[src/rtl/cpu_pkg.sv]
// Shared CPU constants used by the fetch-stage state registers.
package cpu_pkg;

  localparam int unsigned XLEN = 32;
  localparam logic [XLEN-1:0] PC_RESET_VALUE = '0;

endpackage : cpu_pkg

[src/rtl/en_reg.sv]
// Generic W-bit register with load enable and asynchronous active-low reset.
module en_reg #(
  parameter int unsigned W   = 1,
  parameter logic [W-1:0] RST = '0
) (
  input  logic         clk,
  input  logic         reset,
  input  logic         en,
  input  logic [W-1:0] d,
  output logic [W-1:0] q
);

  // Reset overrides everything; otherwise load only when enabled.
  always_ff @(posedge clk or negedge reset) begin
    if (!reset) begin
      q <= RST;
    end else if (en) begin
      q <= d;
    end
  end

endmodule : en_reg

[src/rtl/pc_flag_regs.sv]
// Fetch-stage state: program counter and condition-flag registers, each with its own enable.
module pc_flag_regs
  import cpu_pkg::*;
#(
  parameter int unsigned WIDTH      = XLEN,
  parameter int unsigned FLAG_WIDTH = 1,
  parameter logic [WIDTH-1:0]      PC_RST   = WIDTH'(PC_RESET_VALUE),
  parameter logic [FLAG_WIDTH-1:0] FLAG_RST = '0
) (
  input  logic                  clk,
  input  logic                  reset,
  input  logic                  start,
  input  logic [WIDTH-1:0]      pc_d,
  output logic [WIDTH-1:0]      pc_q,
  input  logic                  flag_en,
  input  logic [FLAG_WIDTH-1:0] flag_d,
  output logic [FLAG_WIDTH-1:0] flag_q
);

  if (WIDTH < 1) begin : g_bad_width
    $error("pc_flag_regs: WIDTH must be >= 1");
  end
  if (FLAG_WIDTH < 1) begin : g_bad_flag_width
    $error("pc_flag_regs: FLAG_WIDTH must be >= 1");
  end

  en_reg #(
    .W   (WIDTH),
    .RST (PC_RST)
  ) u_pc_reg (
    .clk   (clk),
    .reset (reset),
    .en    (start),
    .d     (pc_d),
    .q     (pc_q)
  );

  en_reg #(
    .W   (FLAG_WIDTH),
    .RST (FLAG_RST)
  ) u_flag_reg (
    .clk   (clk),
    .reset (reset),
    .en    (flag_en),
    .d     (flag_d),
    .q     (flag_q)
  );

endmodule : pc_flag_regs

[config.mk]
export PLATFORM = sky130hd
export DESIGN_NAME = pc_flag_regs
export DESIGN_NICKNAME = d
export VERILOG_FILES = /design/src/rtl/cpu_pkg.sv /design/src/rtl/en_reg.sv /design/src/rtl/pc_flag_regs.sv
export SDC_FILE = /design/constraint.sdc
export NUM_CORES = 1
export LEC_CHECK = 0
export BUFFER_PORTS_ARGS = -buffer_cell sky130_fd_sc_hd__buf_4
export CAP_MARGIN = 20
export CORE_ASPECT_RATIO = 1.75
export CORE_MARGIN = 5
export CORE_UTILIZATION = 44
export CTS_BUF_LIST = sky130_fd_sc_hd__clkbuf_4 sky130_fd_sc_hd__clkbuf_8 sky130_fd_sc_hd__clkbuf_16
export DETAILED_ROUTE_END_ITERATION = 12
export PLACE_DENSITY_LB_ADDON = 0.2
export SYNTH_ARGS = -nofsm -noshare
export SYNTH_HDL_FRONTEND = slang
export SYNTH_SLANG_ARGS = --single-unit
[constraint.sdc]
create_clock -name clk -period 0.9 [get_ports clk]
set_input_delay 0.27 -clock clk [delete_from_list [all_inputs] [get_ports clk]]
set_output_delay 0.27 -clock clk [all_outputs]
set_load 0.01 [all_outputs]
==> results of run 1 <==
## per-stage QoR
stage | std cells | hold slack [ps] | setup TNS (ps) | util
floorplan | 70 | -25.6 | -909 | -
global placement | 181 | 222 | -2950 | 0.632
detailed placement | 181 | 238 | -3280 | 0.632
CTS | 205 | 201 | -6130 | 0.750
global route | 209 | 204 | -7200 | 0.777
finish | 209 | 213 | -5930 | 0.777
## routing by layer
metal | track usage | part of all wire | up-vias
li1 | - | - | 432
met4 | 0.0977 | 0.024 | 0
met5 | 0 | 0 | -
met1 | 0.187 | 0.34 | 470
met2 | 0.304 | 0.58 | 41
met3 | 0.0590 | 0.060 | 7
## synthesized netlist by cell type (all sizes together)
master  count
mux2       33
buf         4
dfrtp      33
## layout make-up
cell class                      instances  area, um^2  share of cell area
Clock inverter                          1        30.0              0.0126
Multi-Input combinational cell         33         484               0.203
Tap cell                               43        53.8              0.0225
Clock buffer                            7        90.1              0.0377
Timing Repair Buffer                   92         903               0.378
Sequential cell                        33         826               0.346
## flip-flops by register name, indices dropped and copies added, names as in the netlist
register,count
u_pc_reg.q,32
u_flag_reg.q,1
## worst max-delay path by stage
stage	slack (ps)	depth (start not counted)	to	from
finish	-210	1	pc_q[22]	u_pc_reg.q[22]$_DFFE_PN0P_
global route	-240	1	pc_q[21]	u_pc_reg.q[21]$_DFFE_PN0P_
CTS	-200	1	pc_q[20]	u_pc_reg.q[20]$_DFFE_PN0P_
detailed placement	-130	3	u_pc_reg.q[12]$_DFFE_PN0P_	start
global placement	-100	3	u_pc_reg.q[10]$_DFFE_PN0P_	start
floorplan	-30	3	u_pc_reg.q[0]$_DFFE_PN0P_	start
## cells by family (layout without fill, tap and decap cells)
logic type	count (synthesis)	count (layout)	share of synthesized area
buffers and inverters	4	100	0.0516
flip-flops	33	33	0.598
multiplexers	33	33	0.351
## report_power, final
part	total, uW	internal, uW	switching (uW)	leakage, uW
registers	1760	1630	126	0.000386
logic	1050	735	311	0.000771
clock network	1440	932	513	0.0000619
## what timing repair did
item,CTS,global route
resized for setup,32,14
hold endpoints to repair,33,0
setup buffers,15,11
hold buffers,1,0
setup endpoints to repair,33,47
==> impl_metrics.py, run 1 <==
metrics = {
    "setup_path": {
        "cp-start-kind": "flip-flop",
        "crit_chain": "buf_6",
        "slowest_delay_ps": 420,
        "critical_path_class": "reg2out",
        "critPathMaxFanout": 2,
        "endpoint_kind": "output port",
        "regToRegStartpoint": "u_pc_reg.q[12]$_DFFE_PN0P_",
        "crit_required_ps": 630,
        "crit_arrival_ps": 840,
        "path_delay_family": "flip-flops",
        "slowest_stage": "dfrtp_1",
        "rr_endpoint": "u_pc_reg.q[12]$_DFFE_PN0P_",
        "r2r_slack_ps": -20,
        "crit_buf_inv": 1,
        "r2r_cells": 2,
    },
    "logic_synthesis": {
        "netlist_area_um2": 1380,
        "yosysUniqueCellTypes": 5,
        "yosys.area.top_type_share": 0.598,
        "synthCells": 70,
        "ys.warnings.count": 0,
        "ys_seq_area_frac": 0.598,
        "yosys_register_bits": 33,
        "yosys-top-cells-area": "dfrtp_1, mux2_4, buf_12, mux2_2, buf_6",
        "syn_nets": 107,
        "yosysTopAreaCell": "dfrtp_1",
        "synth_area_per_cell_um2": 19.7,
    },
    "grt": {
        "grt_pass1_vias": 1113,
        "overflow": 0,
        "antenna_found_initial": 0,
        "grt_max_degree": 34,
        "grtUsageTotal": 0.179,
        "grt_pass1_wl_mm": 5.62,
    },
    "drt": {
        "drc": 0,
        "drt_wl_total_mm": 3.55,
        "wl_per_cell_um": 17.0,
        "drtPass1Iterations": 4,
        "viasPerCell": 4.55,
        "ant_nets": 0,
        "vias": 950,
        "drt_iter0_markers": 2,
    },
    "final_layout": {
        "nFillCells": 195,
        "antennaDiodeCount": 0,
        "fin_nets": 202,
        "most-common-layout-cells": "buf_6, buf_4, dfrtp_1",
        "syn2layout_area_growth_pct": 72.8,
        "drive_gt1_frac": 0.795,
        "final_common_cell": "buf_6",
        "finalInstanceArea_um2": 2390,
    },
    "clock_tree": {
        "numCtsBuffers": 5,
        "cts-root-buf": "clkbuf_8",
        "cts_num_sinks": 33,
        "clk_latency_ps": 280,
        "path_clk_slew_ps": 70,
        "cts_tree": "yes",
        "cts_max_level": 2,
        "cts_max_path_buffers": 2,
    },
    "min_path": {
        "min_to": "u_pc_reg.q[18]$_DFFE_PN0P_",
        "hold_class": "in2reg",
        "holdPathStages": 2,
        "min_from": "pc_d[18]",
    },
    "outcome": {
        "status": "complete, but fails checks",
        "violations": "setup timing",
    },
    "power": {
        "power_density_nw_per_um2": 1780,
        "p_leak_uw": 0.00122,
        "power_uw": 4250,
        "ir_drop_v": 0.00173,
    },
    "floorplanning": {
        "die_area_um2": 4400,
        "start_util": 0.449,
        "die_h_um": 84.1,
        "coreArea_um2": 3070,
        "fp.dieW_um": 52.4,
        "rows": 27,
        "num_io_pins": 70,
    },
    "timing": {
        "rsz0062_at_grt": "true",
        "min_period_over_period": 1.23,
        "slew_headroom": 0.722,
        "setup_viol": 38,
        "maxSlewViolCount": 0,
        "fmax_ghz": 0.904,
        "min_period_ps": 1110,
        "clock_skew_ps": 0,
        "finalWorstSetupSlack_ps": -207,
        "tightest_slew_ps": 417,
        "hold_viol_final": 0,
    },
    "place": {
        "port_buffers": 69,
        "dp_slack_ps": -125,
        "placed_cell_area_um2": 1940,
        "gp_congestion": 0.699,
        "post-dp-hpwl_mm": 2.44,
    },
    "flow_run": {
        "drv_cap": 0,
    },
}
Power figures use the tool's default switching activity.
==> inputs of run 2 (changes only) <==
Settings changed: RECOVER_POWER set to 50.
==> run 2 against run 1 <==
The run still ends with setup timing left. Clock power barely moved. Global-route usage is the same. Critical path type unchanged. Power decreased by 1.1%. Combinational power is 5% lower. Critical path depth unchanged. Die area unchanged. Maximum frequency about the same. Via count decreased by 0.74%. First-iteration DRC count did not move. Routed wire length shrank 0.76%.
==> impl_metrics.py, run 2 (synthesis gave the netlist of run 1 again) <==
metrics = {
    "outcome": {
        "status": "complete, but fails checks",
        "violations": "setup timing",
    },
    "setup_path": {
        "crit_arrival_ps": 840,
        "crit_chain": "buf_6",
        "endpoint_kind": "output port",
        "critPathMaxFanout": 2,
        "slowest_stage": "dfrtp_1",
        "crit_buf_inv": 1,
        "critical_path_class": "reg2out",
        "r2r_slack_ps": -10,
        "slowest_delay_ps": 420,
        "path_delay_family": "flip-flops",
        "cp-start-kind": "flip-flop",
        "crit_required_ps": 630,
    },
    "power": {
        "ir_drop_v": 0.00172,
        "p_leak_uw": 0.00118,
        "power_density_nw_per_um2": 1790,
        "power_uw": 4210,
    },
    "floorplanning": {
        "start_util": 0.449,
        "num_io_pins": 70,
        "coreArea_um2": 3070,
        "rows": 27,
        "die_area_um2": 4400,
        "fp.dieW_um": 52.4,
        "die_h_um": 84.1,
    },
    "min_path": {
        "hold_class": "in2reg",
    },
    "place": {
        "gp_congestion": 0.699,
        "post-dp-hpwl_mm": 2.44,
        "port_buffers": 69,
        "dp_slack_ps": -125,
    },
    "timing": {
        "slew_headroom": 0.722,
        "min_period_ps": 1110,
        "setup_viol": 38,
        "maxSlewViolCount": 0,
        "hold_viol_final": 0,
        "finalWorstSetupSlack_ps": -207,
        "clock_skew_ps": 0,
        "min_period_over_period": 1.23,
        "fmax_ghz": 0.903,
        "tightest_slew_ps": 417,
        "rsz0062_at_grt": "true",
    },
    "final_layout": {
        "syn2layout_area_growth_pct": 70.1,
        "final_common_cell": "buf_6",
        "top_regs": "u_pc_reg.q (32), u_flag_reg.q (1)",
        "drive_gt1_frac": 0.735,
        "most-common-layout-cells": "buf_6, buf_4, dfrtp_1",
        "top_register": "u_pc_reg.q",
        "multiInputGateArea_um2": 447,
        "antennaDiodeCount": 0,
        "seq_area_um2": 826,
        "fin_nets": 202,
        "nFillCells": 205,
        "largest_reg_flops": 32,
    },
    "clock_tree": {
        "cts_tree": "yes",
        "clk_latency_ps": 280,
        "cts_max_path_buffers": 2,
        "cts-root-buf": "clkbuf_8",
        "cts_max_level": 2,
        "path_clk_slew_ps": 70,
        "cts_num_sinks": 33,
        "numCtsBuffers": 5,
    },
    "grt": {
        "overflow": 0,
        "grt_pass1_vias": 1113,
        "grtUsageTotal": 0.179,
        "grt_max_degree": 34,
        "antenna_found_initial": 0,
        "grt_pass1_wl_mm": 5.62,
    },
    "drt": {
        "vias": 943,
        "drtPass1Iterations": 4,
        "drt_wl_total_mm": 3.52,
        "drt_iter0_markers": 2,
        "ant_nets": 0,
        "viasPerCell": 4.51,
        "drc": 0,
        "wl_per_cell_um": 16.9,
    },
    "flow_run": {
        "drv_cap": 0,
    },
}
-- run 2: where the power goes --
group	total [uW]	leakage, uW	internal (uW)	switching [uW]
Sequential	1760	0.000386	1630	122
Clock	1450	0.0000619	932	516
Combinational	1000	0.000729	697	305
Total	4210	0.00118	3260	943
-- run 2: final timing paths --
kind	cells past startpoint	from	end
min in group asynchronous	2	reset	u_pc_reg.q[13]$_DFFE_PN0P_
min	2	pc_d[18]	u_pc_reg.q[18]$_DFFE_PN0P_
max in group asynchronous	2	reset	u_pc_reg.q[14]$_DFFE_PN0P_
min reg2reg	1	u_pc_reg.q[29]$_DFFE_PN0P_	u_pc_reg.q[29]$_DFFE_PN0P_
max	1	u_pc_reg.q[22]$_DFFE_PN0P_	pc_q[22]
max reg2reg	2	u_pc_reg.q[12]$_DFFE_PN0P_	u_pc_reg.q[12]$_DFFE_PN0P_
-- run 2: worst register-to-register path, cell delays in order (launching register included) --
cell	delay, ps
dfrtp_1	410
buf_6	130
mux2_4	260
-- run 2: final cells by class --
cell class	instances	share of cell area
Clock buffer	7	0.0383
Clock inverter	1	0.0128
Sequential cell	33	0.351
Multi-Input combinational cell	33	0.190
Tap cell	43	0.0229
Timing Repair Buffer	92	0.384
-- run 2: what timing repair did --
item / CTS / global route
endpoints found under the hold margin: 33 / 0
resized for setup: 32 / 14
gates cloned: 0 / 0
hold buffers: 1 / 0
endpoints found under the setup margin: 33 / 47
buffers inserted: 15 / 11
-- run 2: through the flow --
| stage | instances | area (um^2) | TNS (ps) | util | hold WS, ps |
|---|---|---|---|---|---|
| after floorplan | 70 | 1390 | -909 | - | -25.6 |
| after global placement | 181 | 1940 | -2950 | 0.632 | 222 |
| after detailed placement | 181 | 1940 | -3280 | 0.632 | 238 |
| after CTS | 205 | 2300 | -6130 | 0.750 | 201 |
| after global routing | 209 | 2350 | -7150 | 0.764 | 191 |
| final | 209 | 2350 | -5900 | 0.764 | 202 |
-- run 2: layer usage --
metal,GRT usage,wire [um],up-vias
met2,0.304,2030,41
met3,0.0590,206,7
li1,-,-,432
met5,0,0,-
met1,0.187,1200,463
met4,0.0977,86,0
